$ cat src/rtl/sar_code_register_if.sv
// Signal bundle between the SAR control block and its analog front end / back end.
// The master drives the start request and comparator decision; the slave is the SAR register.
interface sar_code_register_if #(
    parameter int N = 10
);
    logic         i_start;
    logic         i_comp;
    logic         o_sample;
    logic [N-1:0] o_dac_code;
    logic [N-1:0] o_trial_bit;
    logic         o_busy;
    logic [N-1:0] o_data;
    logic         o_valid;

    modport master (
        output i_start,
        output i_comp,
        input  o_sample,
        input  o_dac_code,
        input  o_trial_bit,
        input  o_busy,
        input  o_data,
        input  o_valid
    );

    modport slave (
        input  i_start,
        input  i_comp,
        output o_sample,
        output o_dac_code,
        output o_trial_bit,
        output o_busy,
        output o_data,
        output o_valid
    );
endinterface

$ cat src/rtl/sar_code_register.sv
// Successive-approximation register: samples for SAMPLE_CYCLES, then resolves one bit per
// clock from MSB to LSB using the comparator, and publishes the code with a one-cycle pulse.
module sar_code_register #(
    parameter int ADC_RESOLUTION = 10,
    parameter int SAMPLE_CYCLES  = 2
) (
    input  logic                 i_clk,
    input  logic                 i_rst,
    sar_code_register_if.slave   bus
);
    localparam int N  = ADC_RESOLUTION;
    localparam int CW = (SAMPLE_CYCLES > 1) ? $clog2(SAMPLE_CYCLES) : 1;
    localparam logic [CW-1:0] SAMPLE_LAST = CW'(SAMPLE_CYCLES - 1);
    localparam logic [N-1:0]  MSB_ONEHOT  = {1'b1, {(N-1){1'b0}}};

    typedef enum logic [1:0] {
        ST_IDLE    = 2'd0,
        ST_SAMPLE  = 2'd1,
        ST_CONVERT = 2'd2
    } state_t;

    state_t          state_reg,  state_next;
    logic [CW-1:0]   count_reg,  count_next;
    logic [N-1:0]    dac_reg,    dac_next;
    logic [N-1:0]    trial_reg,  trial_next;
    logic [N-1:0]    data_reg,   data_next;
    logic            valid_reg,  valid_next;
    logic [N-1:0]    dac_step;

    // Per-bit trial update: the bit under test takes the comparator decision, the bit just
    // below it is raised as the next trial, every other bit keeps its value.
    generate
        for (genvar gi = 0; gi < N; gi++) begin : gen_bit
            if (gi == N - 1) begin : gen_top
                assign dac_step[gi] = trial_reg[gi] ? bus.i_comp : dac_reg[gi];
            end else begin : gen_low
                assign dac_step[gi] = trial_reg[gi]     ? bus.i_comp :
                                      trial_reg[gi + 1] ? 1'b1       : dac_reg[gi];
            end
        end
    endgenerate

    always_ff @(posedge i_clk or posedge i_rst) begin
        if (i_rst) begin
            state_reg <= ST_IDLE;
            count_reg <= '0;
            dac_reg   <= '0;
            trial_reg <= '0;
            data_reg  <= '0;
            valid_reg <= 1'b0;
        end else begin
            state_reg <= state_next;
            count_reg <= count_next;
            dac_reg   <= dac_next;
            trial_reg <= trial_next;
            data_reg  <= data_next;
            valid_reg <= valid_next;
        end
    end

    always_comb begin
        state_next = state_reg;
        count_next = count_reg;
        dac_next   = dac_reg;
        trial_next = trial_reg;
        data_next  = data_reg;
        valid_next = 1'b0;

        case (state_reg)
            ST_IDLE: begin
                dac_next   = '0;
                trial_next = '0;
                if (bus.i_start) begin
                    state_next = ST_SAMPLE;
                    count_next = '0;
                end
            end

            ST_SAMPLE: begin
                if (count_reg == SAMPLE_LAST) begin
                    state_next = ST_CONVERT;
                    count_next = '0;
                    dac_next   = MSB_ONEHOT;
                    trial_next = MSB_ONEHOT;
                end else begin
                    count_next = count_reg + CW'(1);
                end
            end

            ST_CONVERT: begin
                if (trial_reg[0]) begin
                    // LSB decided: the stepped code is the final result
                    data_next  = dac_step;
                    valid_next = 1'b1;
                    state_next = ST_IDLE;
                    dac_next   = '0;
                    trial_next = '0;
                end else begin
                    dac_next   = dac_step;
                    trial_next = trial_reg >> 1;
                end
            end

            default: begin
                state_next = ST_IDLE;
                count_next = '0;
                dac_next   = '0;
                trial_next = '0;
            end
        endcase
    end

    assign bus.o_sample    = (state_reg == ST_SAMPLE);
    assign bus.o_busy      = (state_reg == ST_SAMPLE) || (state_reg == ST_CONVERT);
    assign bus.o_dac_code  = dac_reg;
    assign bus.o_trial_bit = trial_reg;
    assign bus.o_data      = data_reg;
    assign bus.o_valid     = valid_reg;

    // The trial pointer must stay one-hot for the whole conversion
    always_ff @(posedge i_clk) begin
        if (!i_rst && state_reg == ST_CONVERT) begin
            assert ($onehot(trial_reg));
        end
    end
endmodule

$ cat src/flat_wrapper.sv
// flat-port wrapper written by rule: the top's interface ports become plain ports
module sar_code_register_flat 
#(
    parameter int ADC_RESOLUTION = 10,
    parameter int SAMPLE_CYCLES  = 2
)
  (i_clk, i_rst, bus_i_start, bus_i_comp, bus_o_sample, bus_o_dac_code, bus_o_trial_bit, bus_o_busy, bus_o_data, bus_o_valid);
  sar_code_register_if #(.N((10))) bus_i ();
  input  logic i_clk;
  input  logic i_rst;
  input wire logic [$bits(bus_i.i_start)-1:0] bus_i_start;
  input wire logic [$bits(bus_i.i_comp)-1:0] bus_i_comp;
  output wire logic [$bits(bus_i.o_sample)-1:0] bus_o_sample;
  output wire logic [$bits(bus_i.o_dac_code)-1:0] bus_o_dac_code;
  output wire logic [$bits(bus_i.o_trial_bit)-1:0] bus_o_trial_bit;
  output wire logic [$bits(bus_i.o_busy)-1:0] bus_o_busy;
  output wire logic [$bits(bus_i.o_data)-1:0] bus_o_data;
  output wire logic [$bits(bus_i.o_valid)-1:0] bus_o_valid;
  assign bus_i.i_start = bus_i_start;
  assign bus_i.i_comp = bus_i_comp;
  assign bus_o_sample = bus_i.o_sample;
  assign bus_o_dac_code = bus_i.o_dac_code;
  assign bus_o_trial_bit = bus_i.o_trial_bit;
  assign bus_o_busy = bus_i.o_busy;
  assign bus_o_data = bus_i.o_data;
  assign bus_o_valid = bus_i.o_valid;
  sar_code_register #(.ADC_RESOLUTION(ADC_RESOLUTION), .SAMPLE_CYCLES(SAMPLE_CYCLES)) u_core (.i_clk(i_clk), .i_rst(i_rst), .bus(bus_i));
endmodule
$ cat config.mk
export PLATFORM = sky130hd
export DESIGN_NAME = sar_code_register_flat
export DESIGN_NICKNAME = d
export VERILOG_FILES = /design/src/rtl/sar_code_register_if.sv /design/src/rtl/sar_code_register.sv /design/src/flat_wrapper.sv
export SDC_FILE = /design/constraint.sdc
export NUM_CORES = 1
export LEC_CHECK = 0
export BUFFER_PORTS_ARGS = -buffer_cell sky130_fd_sc_hd__buf_2
export CORE_ASPECT_RATIO = 0.5
export CORE_MARGIN = 5
export CORE_UTILIZATION = 52
export CTS_BUF_LIST = sky130_fd_sc_hd__clkbuf_16
export DETAILED_ROUTE_END_ITERATION = 6
export GPL_ROUTABILITY_DRIVEN = 0
export GPL_TIMING_DRIVEN = 0
export PLACE_DENSITY = 0.78
export SYNTH_ARGS = -nofsm -noshare
export SYNTH_HDL_FRONTEND = slang
export SYNTH_SLANG_ARGS = --single-unit
$ cat constraint.sdc
create_clock -name i_clk -period 1.8 [get_ports i_clk]
set_input_delay 0.09 -clock i_clk [delete_from_list [all_inputs] [get_ports i_clk]]
set_output_delay 0.09 -clock i_clk [all_outputs]
set_load 0.02 [all_outputs]
==> metrics.cfg, run 1 <==
[cts]
cts_made_buffers=5
cts_max_level=2
hold_buffers=0
cts.path.max_buffers=2
clk_pin_slew_ns=0.05
postCtsSetupBuffers=0
cts.sinks=34
post_cts_resized=0
cts_tree=built
clockRootBuffer=clkbuf_16
clk_latency_ns=0.27

[setup_path]
worstPathMaxFanout=10
worstReg2RegEnd=u_core.state_reg[0]
crit_type=flip-flop to flip-flop
r2r_start=u_core.state_reg[1]
crit_arrival_ns=1.83
rrSetupSlack_ns=0.13
crit_path_end_kind=flip-flop
crit_path_start_kind=flip-flop
reg2regPathDepth=6
cp_data_required_time_ns=1.96

[sta]
period_share_pct=92.94
fin_ws_ns=0.1270
final.setup.tns_ns=0
maxSlewHeadroom_pct=52.87
finClkSkew_ns=0.003387
setup_violations=0
hold_ws_ns=-0.06618
rsz0062_at_grt=false
layout_min_cycle_time_ns=1.673
worstMarginPinSlew_ns=0.7060
max_freq_mhz=597.7
hold_violations=34
final-max-slew-violation-count=0

[die]
core_area_um2=2960
initial_core_util_pct=53.59
ios=37
dieArea_um2=4323
core.rowCount=14
die_x_um=88.12
fp.dieH_um=49.06

[logic_synthesis]
ys_async_sr_fraction_pct=100.0
yosys_warnings=0
ys_ff_latch=34
netlist_area_um2=1587
syn-num-nets=174
synth_most_common_cell=dfrtp_1
synth_edf_count=0
ys_seq_area_share_pct=53.63
synthTopCellsByArea=dfrtp_1 54%, nand2_1 6.6%, a21oi_1 5.4%
syn-instance-count=167
synth_top_area_share_pct=53.63
syn_avg_cell_area_um2=9.500
synth_common_cells=34 x dfrtp_1, 28 x nand2_1, 17 x a21oi_1
ys.flop_type=dfrtp_1
synth_top_area_cell=dfrtp_1
yosys.cell_types.count=29

[status]
status=finished with violations
violations=negative hold slack

[hold_path]
hold_class=primary input to asynchronous set/reset pin

[placement]
post-dp-hpwl_um=2488
place_ws_ns=0.1231
dpl_cell_area_um2=1817
portBuffers=36
place_inst=243

[routing]
vias_per_cell=5.406
dr.pass1.iters=4
drt_iter0_drc=115
routed_wl_um=3724
postRouteAntennaNets=0
wl_per_cell_um=14.96
drc=0
num_vias=1346

[final_layout]
finalNonFillerCells=249
syn2layout_area_growth_pct=22.63
final_core_util_pct=65.72
drive_above_1_share_pct=25.36
antenna_cells=0
finalInstanceArea_um2=1946
nNetsFinal=217

[global_route]
antenna_found_initial=0
grt_pass1_wl_um=6299
grt_pass1_vias=1249
grtUsageTotal_pct=19.21
grt_start_max_net_pins=35
grt_overflow=0

[pwr]
vdd_drop_max_mv=0.9336
leakagePower_nw=0.9659
p_per_area_nw_per_um2=1273

[run]
timing.max_cap.violations=0

stage by stage:
step | hold WS [ns] | total power [W]
global route | 0.005181 | 0.002641
floorplan | 0.2316 | 0.001510
global placement | 0.4618 | 0.001685
CTS | 0.1991 | 0.002488
finish | -0.06618 | 0.002477
detailed placement | 0.4705 | 0.001719
cells by family after synthesis:
| logic type | share of synthesized area [%] |
|---|---|
| AOI/OAI and AO/OA | 17.35 |
| adders and majority gates | 2.366 |
| buffers and inverters | 6.230 |
| DFF | 53.63 |
| muxes | 2.287 |
| and+or+nand+nor | 18.14 |
placed cells by master (no fill, tap or decap), types with 3 or more instances in the layout:
master / instances
a21oi_1: 17
buf_2: 40
clkbuf_16: 5
dfrtp_1: 34
ha_1: 3
inv_1: 10
nand2_1: 28
nand2b_1: 11
nand3_1: 9
nor2_1: 3
o21ai_0: 9
o21ai_1: 9
o31ai_1: 9
critical path, cell delays in order, from the launching register on:
cell     delay (ns)
dfrtp_1        0.37
inv_1          0.07
ha_1           0.28
nor2b_4        0.16
buf_6          0.15
nor3_2         0.22
mux2_4         0.31
metal layers:
layer	track usage [%]	wire [um]	part of all wire, %
met5	0	0	0
met4	5.276	38	1.0
met3	8.263	276	7.4
met1	25.48	1586	43
met2	28.75	1822	49
area by class of cell:
class | instances | area, um2
buffer | 9 | 53.80
clock buffer | 5 | 125.1
clock inverter | 1 | 3.754
fill | 244 | 1015
inverter | 12 | 45.04
multi-input combinational | 112 | 636.9
sequential | 34 | 850.8
tap | 40 | 50.05
timing repair buffer | 36 | 180.2
where the power goes:
part / total (W) / internal, W / switching [W]
clock network: 0.000770 / 0.000491 / 0.000279
registers: 0.000888 / 0.000821 / 0.0000672
logic: 0.000819 / 0.000329 / 0.000490
total: 0.00248 / 0.00164 / 0.000836
how the worst max path moves through the flow:
| stage | start | end | slack [ns] | cells after the start |
|---|---|---|---|---|
| after floorplan | u_core.state_reg[1] | u_core.state_reg[0] | 0.19 | 6 |
| after global placement | u_core.state_reg[1] | u_core.state_reg[0] | 0.18 | 6 |
| after detailed placement | u_core.state_reg[1] | u_core.state_reg[0] | 0.12 | 6 |
| after CTS | u_core.state_reg[1] | u_core.state_reg[0] | 0.11 | 6 |
| after global routing | u_core.state_reg[1] | u_core.state_reg[0] | 0.03 | 6 |
| final | u_core.state_reg[1] | u_core.state_reg[0] | 0.13 | 6 |
(Power assumes the default switching activity.)
==> inputs of run 2 (changes only) <==
--- a/config.mk
+++ b/config.mk
@@ -12,8 +12,8 @@
 export CTS_BUF_LIST = sky130_fd_sc_hd__clkbuf_16
 export DETAILED_ROUTE_END_ITERATION = 6
 export GPL_ROUTABILITY_DRIVEN = 0
-export GPL_TIMING_DRIVEN = 0
 export PLACE_DENSITY = 0.78
+export SKIP_CTS_REPAIR_TIMING = 1
 export SYNTH_ARGS = -nofsm -noshare
 export SYNTH_HDL_FRONTEND = slang
 export SYNTH_SLANG_ARGS = --single-unit
==> metrics.cfg, run 2 (synthesized netlist as in run 1, its figures left out) <==
[routing]
routed_wl_um=3342
postRouteAntennaNets=0
num_vias=1310
vias_per_cell=5.282
drt_iter0_drc=68
wl_per_cell_um=13.48
drc=0
dr.pass1.iters=4

[pwr]
p_comb_share_pct=31.3
seqPwrFrac_pct=36.5
switching_share_pct=33.48
power_w=0.002435
leakagePower_nw=0.9695
intPower_w=0.001620
p_per_area_nw_per_um2=1249
power_switching_w=0.0008154
vdd_drop_max_mv=0.8843
p_clk_share_pct=32.2

[sta]
period_share_pct=88.15
final.setup.tns_ns=0
max_freq_mhz=630.3
hold_ws_ns=0.1984
rsz0062_at_grt=false
final-max-slew-violation-count=0
maxSlewHeadroom_pct=71.48
hold_violations=0
setup_violations=0
worstMarginPinSlew_ns=0.4278
fin_ws_ns=0.2133
finClkSkew_ns=0.001858
layout_min_cycle_time_ns=1.587

[die]
die_x_um=88.12
fp.dieH_um=49.06
dieArea_um2=4323
core_area_um2=2960
core.rowCount=14
initial_core_util_pct=53.59
ios=37

[cts]
cts.path.max_buffers=2
cts.sinks=34
clockRootBuffer=clkbuf_16
cts_tree=built
cts_max_level=2
clk_latency_ns=0.27
clk_pin_slew_ns=0.05
cts_made_buffers=5

[final_layout]
multi_input_area_um2=638.1
nNetsFinal=214
antenna_cells=0
most-common-layout-cells=36 x buf_2, 34 x dfrtp_1, 28 x nand2_1
syn2layout_area_growth_pct=22.87
drive_above_1_share_pct=25.00
regArea_um2=850.8
final_common_cell=buf_2
finalNonFillerCells=248
fillers=260

[placement]
place_ws_ns=0.02787
place_inst=239
post-dp-hpwl_um=2282
portBuffers=36

[run]
timing.max_cap.violations=0

[global_route]
grt_overflow=0
grt_pass1_wl_um=5830
grtUsageTotal_pct=17.31
antenna_found_initial=0
grt_start_max_net_pins=35
grt_pass1_vias=1286

[setup_path]
crit_type=flip-flop to flip-flop
crit_arrival_ns=1.78
worstPathMaxFanout=19
cp_data_required_time_ns=1.99
crit_path_start_kind=flip-flop
crit_path_end_kind=flip-flop

[hold_path]
hold_class=primary input to flip-flop

[status]
status=completed

run 2: cell types whose count changed in the layout (fill, tap and decap cells not counted), sizes merged:
cell	previous run	this run
buf	43	41
clkbuf	7	5
clkinv	1	2
dlygate4sd3	0	1
inv	12	13
run 2: final timing paths:
kind	start	endpoint	slack, ns	cells past startpoint
max in group asynchronous	i_rst	u_core.bus.o_dac_code[0]	1.04	4
worst max-delay path	u_core.state_reg[0]	u_core.bus.o_dac_code[9]	0.21	5
worst min-delay path	bus_i_start	u_core.count_reg	0.20	3
worst min register to register	u_core.bus.o_data[3]	u_core.bus.o_data[3]	0.48	2
worst max register to register	u_core.state_reg[0]	u_core.bus.o_dac_code[9]	0.21	5
min in group asynchronous	i_rst	u_core.bus.o_data[3]	0.45	4
run 2: stage by stage:
| step | area [um2] | utilization (%) |
|---|---|---|
| after floorplan | 1587 | - |
| after global placement | 1800 | 60.82 |
| after detailed placement | 1800 | 60.82 |
| after CTS | 1938 | 65.47 |
| after global routing | 1949 | 65.85 |
| final | 1949 | 65.85 |
run 2: power groups by stage:
stage	registers, W	logic [W]	clock network (W)
4_1_cts	0.000888	0.000760	0.000807
3_3_place_gp	0.000896	0.000730	0
6_report	0.000889	0.000762	0.000785
3_5_place_dp	0.000901	0.000746	0
5_1_grt	0.000899	0.000843	0.000842
2_1_floorplan	0.000918	0.000592	0
run 2: cell type report:
| cell class | count | area share (%) |
|---|---|---|
| Timing Repair Buffer | 42 | 11.68 |
| Clock inverter | 3 | 0.6418 |
| Clock buffer | 5 | 6.418 |
| Multi-Input combinational cell | 112 | 32.73 |
| Inverter | 12 | 2.311 |
| Sequential cell | 34 | 43.65 |
| Tap cell | 40 | 2.567 |
run 2: critical path, cell delays in order (launching register included):
cell and delay, ns:
dfrtp_1 0.37, inv_1 0.07, ha_1 0.34, and3b_2 0.43, a22oi_1 0.12, nor3_1 0.18
run 2: metal layers:
| layer | part of all wire (%) | track usage, % | vias up |
|---|---|---|---|
| li1 | - | - | 649 |
| met1 | 45 | 23.02 | 621 |
| met2 | 47 | 26.50 | 35 |
| met3 | 6.2 | 4.722 | 5 |
| met4 | 1.4 | 7.538 | 0 |
| met5 | 0 | 0 | - |
==> inputs of run 3 (changes only) <==
--- a/config.mk
+++ b/config.mk
@@ -5,12 +5,12 @@
 export SDC_FILE = /design/constraint.sdc
 export NUM_CORES = 1
 export LEC_CHECK = 0
-export BUFFER_PORTS_ARGS = -buffer_cell sky130_fd_sc_hd__buf_2
 export CORE_ASPECT_RATIO = 0.5
 export CORE_MARGIN = 5
-export CORE_UTILIZATION = 52
+export CORE_UTILIZATION = 61
 export CTS_BUF_LIST = sky130_fd_sc_hd__clkbuf_16
 export DETAILED_ROUTE_END_ITERATION = 6
+export DONT_BUFFER_PORTS = 1
 export GPL_ROUTABILITY_DRIVEN = 0
 export PLACE_DENSITY = 0.78
 export SKIP_CTS_REPAIR_TIMING = 1
==> metrics.cfg, run 3 (synthesized netlist as in run 1, its figures left out) <==
[global_route]
grt_pass1_vias=1278
grtUsageTotal_pct=22.41
antenna_found_initial=0
grt_start_max_net_pins=34
grt_pass1_wl_um=6196
grt_overflow=0

[routing]
postRouteAntennaNets=0
num_vias=1231
drc=0
drt_iter0_drc=74
vias_per_cell=5.752
wl_per_cell_um=17.08
dr.pass1.iters=4
routed_wl_um=3656

[setup_path]
cp_data_required_time_ns=1.98
crit_type=flip-flop to flip-flop
rrSetupSlack_ns=0.21
crit_path_start_kind=flip-flop
worstReg2RegEnd=u_core.bus.o_dac_code[9]
crit_path_end_kind=flip-flop
r2r_start=u_core.state_reg[0]
reg2regPathDepth=5
worstPathMaxFanout=19
crit_arrival_ns=1.78

[cts]
cts.path.max_buffers=2
cts_made_buffers=5
cts_tree=built
clockRootBuffer=clkbuf_16
clk_latency_ns=0.27
cts.sinks=34
cts_max_level=2
clk_pin_slew_ns=0.05

[sta]
final.setup.tns_ns=0
setup_violations=0
finClkSkew_ns=0.003892
maxSlewHeadroom_pct=71.26
max_freq_mhz=627.4
hold_ws_ns=0.02569
final-max-slew-violation-count=0
period_share_pct=88.55
hold_violations=0
worstMarginPinSlew_ns=0.4311
rsz0062_at_grt=false
layout_min_cycle_time_ns=1.594

[die]
die_x_um=82.12
dieArea_um2=3782
fp.dieH_um=46.06
ios=37
initial_core_util_pct=62.52
core.rowCount=13
core_area_um2=2537

[hold_path]
min_from=bus_i_comp
hold_class=primary input to flip-flop
min_path_cells=2
min_to=u_core.bus.o_data[9]

[placement]
dpl_cell_area_um2=1647
portBuffers=0
post-dp-hpwl_um=2262

[pwr]
power_switching_w=0.0008629
intPower_w=0.001918
leakagePower_nw=0.8513
vdd_drop_max_mv=1.121
p_comb_share_pct=27.0
p_per_area_nw_per_um2=1498
p_clk_share_pct=39.7
switching_share_pct=31.03
seqPwrFrac_pct=33.3

[final_layout]
drive_above_1_share_pct=11.86
finalInstanceArea_um2=1857
syn2layout_area_growth_pct=17.03
antenna_cells=0
final_common_cell=dfrtp_1
most-common-layout-cells=34 x dfrtp_1, 28 x nand2_1, 17 x a21oi_1
nNetsFinal=183

[status]
status=completed

[run]
timing.max_cap.violations=0

==> run 3: changes by cell type in the layout (fill, tap and decap cells not counted), sizes merged <==
cell,before,now
clkinv,2,1
bufinv,0,2
buf,41,9
dlygate4sd3,1,2
inv,13,12
==> run 3: power groups by stage <==
stage	Clock (W)	Sequential (W)	Combinational (W)
floorplan	0	0.000918	0.000592
global placement	0	0.000935	0.000707
detailed placement	0	0.000938	0.000728
CTS	0.00111	0.000926	0.000753
global route	0.00115	0.000938	0.000821
finish	0.00110	0.000927	0.000751
==> run 3: worst max-delay path, cell delays in order, from the launching register on <==
cell and delay [ns]:
dfrtp_1 0.37, inv_1 0.07, ha_1 0.30, and3b_2 0.42, a22oi_1 0.12, nor3_1 0.22
==> run 3: final cells by class <==
type                       instances  area, um2
tap                               37      46.29
inverter                          12      45.04
multi-input combinational        112      638.1
clock buffer                       5      125.1
sequential                        34      850.8
timing repair buffer              11      87.58
clock inverter                     3      63.81
fill                             201      680.7
==> run 3: how the worst max path moves through the flow <==
stage | to | depth (start not counted) | from
CTS | u_core.bus.o_dac_code[9] | 5 | u_core.state_reg[0]
floorplan | u_core.state_reg[0] | 6 | u_core.state_reg[1]
global placement | u_core.bus.o_dac_code[9] | 5 | u_core.state_reg[0]
detailed placement | u_core.bus.o_dac_code[9] | 5 | u_core.state_reg[0]
finish | u_core.bus.o_dac_code[9] | 5 | u_core.state_reg[0]
global route | u_core.bus.o_dac_code[9] | 5 | u_core.state_reg[0]
==> run 3: stage by stage <==
stage	util (%)	std cells	setup WS, ns	total power (W)
finish	73.18	214	0.2060	0.002781
global route	73.18	214	0.07266	0.002910
CTS	72.34	212	-0.02727	0.002788
detailed placement	64.89	204	0.01081	0.001666
global placement	64.89	204	0.1055	0.001642
floorplan	-	167	0.1884	0.001510
==> run 3: metal layers <==
metal,GRT usage (%),vias to the layer above,wire [um]
met1,28.52,612,1626
met5,0,-,0
li1,-,579,-
met3,8.398,6,263
met2,36.12,34,1730
met4,6.954,0,35
